**src/rtl/vga_timing_pkg.sv**
```systemverilog
// VGA 640x480@60 timing constants, sync-window helpers and the RRGGBB pixel type.
package vga_timing_pkg;

    // 6-bit colour as driven to the resistor DAC: {R1,R0,G1,G0,B1,B0}.
    typedef logic [5:0] color_t;

    // First counter value inside a sync pulse (after active area and front porch).
    function automatic int sync_start(input int active, input int fp);
        return active + fp;
    endfunction

    // Last counter value inside a sync pulse.
    function automatic int sync_end(input int active, input int fp, input int sync);
        return active + fp + sync - 1;
    endfunction

    // Horizontal timing, in pixel clocks.
    localparam int VGA_H_ACTIVE = 640;
    localparam int VGA_H_FP     = 16;
    localparam int VGA_H_SYNC   = 96;
    localparam int VGA_H_BP     = 48;
    localparam int VGA_H_TOTAL  = VGA_H_ACTIVE + VGA_H_FP + VGA_H_SYNC + VGA_H_BP;

    // Vertical timing, in lines.
    localparam int VGA_V_ACTIVE = 480;
    localparam int VGA_V_FP     = 10;
    localparam int VGA_V_SYNC   = 2;
    localparam int VGA_V_BP     = 33;
    localparam int VGA_V_TOTAL  = VGA_V_ACTIVE + VGA_V_FP + VGA_V_SYNC + VGA_V_BP;

    // Sync pulse positions for the standard mode.
    localparam int VGA_HS_START = sync_start(VGA_H_ACTIVE, VGA_H_FP);
    localparam int VGA_HS_END   = sync_end(VGA_H_ACTIVE, VGA_H_FP, VGA_H_SYNC);
    localparam int VGA_VS_START = sync_start(VGA_V_ACTIVE, VGA_V_FP);
    localparam int VGA_VS_END   = sync_end(VGA_V_ACTIVE, VGA_V_FP, VGA_V_SYNC);

endpackage

```
**src/rtl/btn_sync_edge.sv**
```systemverilog
// Two-flop synchronizer for a raw button plus a one-clock rising-edge pulse.
module btn_sync_edge (
    input  logic clk,
    input  logic rst,
    input  logic i_btn,
    output logic o_pulse
);

    logic r_sync1;
    logic r_sync2;
    logic r_prev;

    // Resynchronize the button and remember its previous settled level.
    always_ff @(posedge clk or posedge rst) begin
        if (rst) begin
            r_sync1 <= 1'b0;
            r_sync2 <= 1'b0;
            r_prev  <= 1'b0;
        end else begin
            // NOTE: non-blocking assignments make all three flops sample together,
            // forming a real shift chain instead of collapsing into one stage.
            r_sync1 <= i_btn;
            r_sync2 <= r_sync1;
            r_prev  <= r_sync2;
        end
    end

    // High for exactly the one cycle where the settled level has just gone 0 -> 1.
    assign o_pulse = r_sync2 & ~r_prev;

endmodule

```
**src/rtl/vga_scan_gen.sv**
```systemverilog
// VGA scan generator: pixel/line counters, sync and blanking decodes, registered
// pin stage, frame counter and frame-aligned flag selection.
module vga_scan_gen
    import vga_timing_pkg::*;
#(
    parameter int H_ACTIVE  = VGA_H_ACTIVE,
    parameter int H_FP      = VGA_H_FP,
    parameter int H_SYNC    = VGA_H_SYNC,
    parameter int H_BP      = VGA_H_BP,
    parameter int V_ACTIVE  = VGA_V_ACTIVE,
    parameter int V_FP      = VGA_V_FP,
    parameter int V_SYNC    = VGA_V_SYNC,
    parameter int V_BP      = VGA_V_BP,
    parameter int NUM_FLAGS = 8
) (
    input  logic                         clk,
    input  logic                         rst,
    input  logic                         sel_next,
    input  color_t                       color,
    output logic [9:0]                   pix_x,
    output logic [9:0]                   pix_y,
    output logic [7:0]                   frame_cnt,
    output logic [$clog2(NUM_FLAGS)-1:0] flag_idx,
    output color_t                       rgb,
    output logic                         hsync,
    output logic                         vsync,
    output logic                         de
);

    localparam int H_TOTAL = H_ACTIVE + H_FP + H_SYNC + H_BP;
    localparam int V_TOTAL = V_ACTIVE + V_FP + V_SYNC + V_BP;
    localparam int FW      = $clog2(NUM_FLAGS);

    localparam logic [9:0]    H_LAST   = 10'(H_TOTAL - 1);
    localparam logic [9:0]    V_LAST   = 10'(V_TOTAL - 1);
    localparam logic [9:0]    H_VIS    = 10'(H_ACTIVE);
    localparam logic [9:0]    V_VIS    = 10'(V_ACTIVE);
    localparam logic [9:0]    HS_FIRST = 10'(sync_start(H_ACTIVE, H_FP));
    localparam logic [9:0]    HS_LAST  = 10'(sync_end(H_ACTIVE, H_FP, H_SYNC));
    localparam logic [9:0]    VS_FIRST = 10'(sync_start(V_ACTIVE, V_FP));
    localparam logic [9:0]    VS_LAST  = 10'(sync_end(V_ACTIVE, V_FP, V_SYNC));
    localparam logic [FW-1:0] IDX_LAST = FW'(NUM_FLAGS - 1);

    logic [9:0]    r_pix_x;
    logic [9:0]    r_pix_y;
    logic [7:0]    r_frame_cnt;
    logic [FW-1:0] r_flag_idx;
    logic          r_pending;
    color_t        r_rgb;
    logic          r_hsync;
    logic          r_vsync;
    logic          r_de;

    logic          w_line_end;
    logic          w_last_line;
    logic          w_frame_end;
    logic          w_active;
    logic          w_hsync_n;
    logic          w_vsync_n;
    logic          w_sel_pulse;
    logic [FW-1:0] w_flag_idx_nxt;
    logic          w_pending_nxt;

    btn_sync_edge u_btn (
        .clk     (clk),
        .rst     (rst),
        .i_btn   (sel_next),
        .o_pulse (w_sel_pulse)
    );

    assign w_line_end  = (r_pix_x == H_LAST);
    assign w_last_line = (r_pix_y == V_LAST);
    assign w_frame_end = w_line_end & w_last_line;
    assign w_active    = (r_pix_x < H_VIS) && (r_pix_y < V_VIS);
    assign w_hsync_n   = !((r_pix_x >= HS_FIRST) && (r_pix_x <= HS_LAST));
    assign w_vsync_n   = !((r_pix_y >= VS_FIRST) && (r_pix_y <= VS_LAST));

    // Raster scan: column every clock, row on column wrap, both wrap at their totals.
    always_ff @(posedge clk or posedge rst) begin
        if (rst) begin
            r_pix_x <= '0;
            r_pix_y <= '0;
        end else if (w_line_end) begin
            r_pix_x <= '0;
            r_pix_y <= w_last_line ? '0 : r_pix_y + 10'd1;
        end else begin
            r_pix_x <= r_pix_x + 10'd1;
        end
    end

    // Next flag index and pending request; the selection only moves at a frame boundary.
    always_comb begin
        // NOTE: defaults first so every path assigns both outputs and no latch is inferred.
        w_flag_idx_nxt = r_flag_idx;
        w_pending_nxt  = r_pending;
        if (w_frame_end && r_pending) begin
            w_flag_idx_nxt = (r_flag_idx == IDX_LAST) ? '0 : r_flag_idx + FW'(1);
            // A press landing on the boundary itself is carried into the next frame.
            w_pending_nxt  = w_sel_pulse;
        end else if (w_sel_pulse) begin
            // Extra presses while a request is already pending fold into it.
            w_pending_nxt  = 1'b1;
        end
    end

    // Frame counter, pending request and selected flag, all updated together.
    always_ff @(posedge clk or posedge rst) begin
        if (rst) begin
            r_frame_cnt <= '0;
            r_flag_idx  <= '0;
            r_pending   <= 1'b0;
        end else begin
            if (w_frame_end) begin
                r_frame_cnt <= r_frame_cnt + 8'd1;
            end
            r_flag_idx <= w_flag_idx_nxt;
            r_pending  <= w_pending_nxt;
        end
    end

    // Pin register: colour, syncs and blanking all come from the same coordinate.
    always_ff @(posedge clk or posedge rst) begin
        if (rst) begin
            r_rgb   <= '0;
            r_hsync <= 1'b1;
            r_vsync <= 1'b1;
            r_de    <= 1'b0;
        end else begin
            r_rgb   <= w_active ? color : '0;
            r_hsync <= w_hsync_n;
            r_vsync <= w_vsync_n;
            r_de    <= w_active;
        end
    end

    assign pix_x     = r_pix_x;
    assign pix_y     = r_pix_y;
    assign frame_cnt = r_frame_cnt;
    assign flag_idx  = r_flag_idx;
    assign rgb       = r_rgb;
    assign hsync     = r_hsync;
    assign vsync     = r_vsync;
    assign de        = r_de;

endmodule
```
**config.mk**
```make
export PLATFORM = sky130hd
export DESIGN_NAME = vga_scan_gen
export DESIGN_NICKNAME = d
export VERILOG_FILES = /design/src/rtl/vga_timing_pkg.sv /design/src/rtl/btn_sync_edge.sv /design/src/rtl/vga_scan_gen.sv
export SDC_FILE = /design/constraint.sdc
export NUM_CORES = 1
export LEC_CHECK = 0
export ABC_CLOCK_PERIOD_IN_PS = 1750
export CORE_MARGIN = 2
export CORE_UTILIZATION = 46
export CTS_BUF_LIST = sky130_fd_sc_hd__clkbuf_4 sky130_fd_sc_hd__clkbuf_8
export DETAILED_ROUTE_END_ITERATION = 10
export PLACE_DENSITY = 0.81
export SLEW_MARGIN = 10
export SYNTH_ARGS = -nofsm -noshare
export SYNTH_HDL_FRONTEND = slang
export SYNTH_SLANG_ARGS = --single-unit
```
**constraint.sdc**
```tcl
create_clock -name clk -period 1.75 [get_ports clk]
set_input_delay 0.175 -clock clk [delete_from_list [all_inputs] [get_ports clk]]
set_output_delay 0.175 -clock clk [all_outputs]
set_load 0.03 [all_outputs]
```
==> results by group, run 1 <==
STA
  – Max Slew Vio Count: 0
  – Peak Freq: 586 MHz
  – Setup TNS: 0 ns
  – Slew HR: between 70% and 80%
  – Clock period minus worst slack: approximately 1.7 ns
  – Fin crit share: 97.4%
  – # setup viols final: 0
  – Tightest Pin Transition: around 0.4 ns
  – Endpoints failing hold: 0
  – Worst-case clock skew: 0.00584 ns

Global route
  – Largest net degree at the start of global routing: 45
  – Total GRT Usage: 18.6%
  – First-pass GRT wire length: a little over 7 mm
  – Number of global-route vias before repair: ~1600
  – Congestion Overflow GR: 0
  – Initial antenna violation count: 0

Power and ir drop
  – Worst IR Drop VDD: 482 uV
  – LEAKAGE: around 1.3 nW
  – Post-route total power: 0.00216 W
  – Pwr dens: approximately 750 nW/um^2

Cells and area
  – Fill count: around 330
  – NumNets Final: ~260
  – Fraction of layout instances using a drive strength above 1: about a quarter
  – Most common cell after layout, fill and taps aside: clkdlybuf4s50_1
  – Design area: approximately 2900 sq um
  – Area grow syn2layout: 42.8%
  – Fin util: a little under 70%
  – Most frequent cells in the layout: clkdlybuf4s50_1 (46), dfrtp_1 (38), buf_4 (20), xnor2_1 (13)
  – N_diodes: 0

Detailed routing
  – Initial DRC Count: about 120
  – Post-Route M1 WL: between 1.5 and 2 mm
  – First drt pass iteration count: 4
  – Top Layer Used: met4
  – Via-to-Cell Ratio: 5.23
  – Drt total wl: 4.36 mm
  – DR vias: ~1600
  – Met3 routed WL: just under 300 microns
  – Residual DRC count: 0
  – Met2 wire len: about 2.2 mm
  – Avg WL per Cell: roughly 15 microns
  – Final ANT Viol Nets: 0

Synth
  – Ys flop type: dfrtp_1
  – Post-synth EDFFs: 0
  – Yosys warns: 0
  – Yosys cell types: between 40 and 50
  – Leading area contributor after synthesis: dfrtp_1
  – Cells after Synth: 175
  – Synth area leaders: dfrtp_1 (52%), xnor2_1 (5.6%), ha_1 (4.3%)
  – Register area share after synthesis: a little over half
  – Syn Area/Cell: 11.6 sq um
  – Yosys top cell area share: roughly half
  – Post-Syn Area: 2030 sq um
  – Net Count, Synth: about 190
  – FFs w/ async S/R, synth: 100%
  – Synth Register Bits: between 40 and 50

Critical path
  – CP top delay family: simple AND/OR/NAND/NOR gates
  – Startpoint class of the critical path: flip-flop
  – Reg-to-reg slack, setup: approximately 0.045 ns
  – Reg2Reg Capture Point: frame_cnt[1]
  – Crit path max-delay cell type: dfrtp_1
  – Number of stages on the worst setup path: 6
  – Largest fanout on the critical path: 5
  – CP cell instances: inv_2 > ha_2 > nand4bb_1 > nor3_4 > and2_4 > mux2_4
  – Critical Path RT: about 1.9 ns
  – Crit path DAT: 1.89 ns
  – Worst r2r src: pix_y[0]
  – CP endpoint kind: flip-flop
  – Reg2Reg Depth: 6
  – Crit path buf inv count: 1
  – Setup Crit Path Kind: reg -> reg
  – Critical Path Max Stage Delay: around 0.40 ns

Run status
  – Outcome: finished, final reports clean

Clocking
  – CTS tree: yes
  – Num CTS Buffers: 5
  – Clock slew at reported path FFs: 0.08 ns
  – CTS root buf: clkbuf_8
  – CTS Hold Bufs: 0
  – Worst-skew pair later-pin latency: about 0.30 ns
  – CTS H-Tree Depth: 2
  – Clk sinks: 44
  – Clk buf depth: 2

Placement
  – Total placed instance area: 2710 sq um
  – IO buf count: 48
  – GP Congestion: 0.800
  – HPWL Detailed: approximately 3.0 mm

Die
  – Die ar.: ~5000 sq um
  – Width of the die: around 70 microns
  – Num rows: 24
  – # IOs: 49
  – Die Y: 70.4 microns
  – Initial core utilization: approximately 47%
  – Core area: 4290 sq um

Run
  – Max cap viols: 0

Min path
  – Hold Path Class: in -> async
[worst reg2reg max path: cells and delay by family, from the launching register on]
family | cells | cell delay [ns]
fa+ha+maj | 1 | 0.17
buf+inv | 1 | 0.07
flops | 1 | 0.40
mux | 1 | 0.30
simple gates | 3 | 0.65
[logic make-up (layout without fill, tap and decap cells)]
logic type      count (synthesis)  in the layout  share of synthesized area [%]
flops                          44             44                           54.3
fa+ha+maj                       7              7                           4.31
mux                             6              6                           3.27
xor+xnor                       19             19                           8.19
simple gates                   74             74                           22.9
buf+inv                        12             84                           3.08
compound gates                 13             13                           3.94
[layout make-up]
cell class,count,area [sq um],area share [%]
Sequential cell,44,1110,38.2
Multi-Input combinational cell,119,890,30.7
Timing Repair Buffer,69,652,22.5
Clock inverter,3,90.1,3.11
Inverter,7,26.3,0.906
Clock buffer,5,68.8,2.37
Tap cell,52,65.1,2.24
[state kept, by name, indices dropped and copies added (netlist names)]
register / count
de: 1
frame_cnt: 8
rgb: 6
u_btn.r_prev: 1
r_pending: 1
vsync: 1
pix_x: 10
u_btn.r_sync1: 1
u_btn.r_sync2: 1
hsync: 1
pix_y: 10
flag_idx: 3
[metrics by stage]
step                instances  hold WS, ns  worst slack, ns
floorplan                 175        0.206           -0.107
global placement          288        0.340           0.0915
detailed placement        288        0.357           0.0519
CTS                       296        0.221          0.00828
global route              299        0.233          -0.0346
finish                    299        0.212           0.0448
[routing by layer]
layer	up-vias	track usage [%]
li1	743	-
met1	761	22.3
met2	55	31.7
met3	4	6.06
met4	0	5.98
met5	-	0
[cell usage after synthesis, drive strengths merged (2+ instances only)]
| master | n |
|---|---|
| mux2 | 5 |
| nand3 | 13 |
| xnor2 | 13 |
| and2 | 8 |
| and3b | 2 |
| dfstp | 2 |
| nor3 | 5 |
| dfrtp | 42 |
| nand4 | 7 |
| nor2 | 12 |
| buf | 4 |
| and3 | 8 |
| ha | 7 |
| inv | 7 |
| o21ai | 5 |
| a22o | 2 |
| xor2 | 6 |
| or3 | 4 |
| nand2 | 10 |
| a21oi | 5 |
[worst max path at each step]
| stage | startpoint | end | slack (ns) |
|---|---|---|---|
| CTS | pix_x[1] | r_pending | 0.008 |
| global route | pix_y[0] | frame_cnt[6] | -0.03 |
| detailed placement | pix_x[1] | frame_cnt[1] | 0.05 |
| floorplan | pix_y[6] | frame_cnt[1] | -0.11 |
| finish | pix_y[0] | frame_cnt[1] | 0.04 |
| global placement | pix_x[1] | frame_cnt[1] | 0.09 |
[power by group]
part	internal (W)	switching (W)
clock network	0.000713	0.000343
registers	0.00103	0.00000356
logic	0.0000353	0.0000402
total	0.00178	0.000387
[repair_timing]
action	in CTS	in global routing
resized for setup	1	5
setup buffers	0	3
pin swaps	0	2
setup endpoints to repair	1	11
No activity file was read; power rests on OpenSTA's default activity.
==> run 2, diff against run 1 <==
--- a/config.mk
+++ b/config.mk
@@ -11,7 +11,7 @@
 export CTS_BUF_LIST = sky130_fd_sc_hd__clkbuf_4 sky130_fd_sc_hd__clkbuf_8
 export DETAILED_ROUTE_END_ITERATION = 10
 export PLACE_DENSITY = 0.81
-export SLEW_MARGIN = 10
+export SLEW_MARGIN = 20
 export SYNTH_ARGS = -nofsm -noshare
 export SYNTH_HDL_FRONTEND = slang
 export SYNTH_SLANG_ARGS = --single-unit
==> results of run 2 <==
The final DEF is identical to that of run 1; final timing and power are the same.
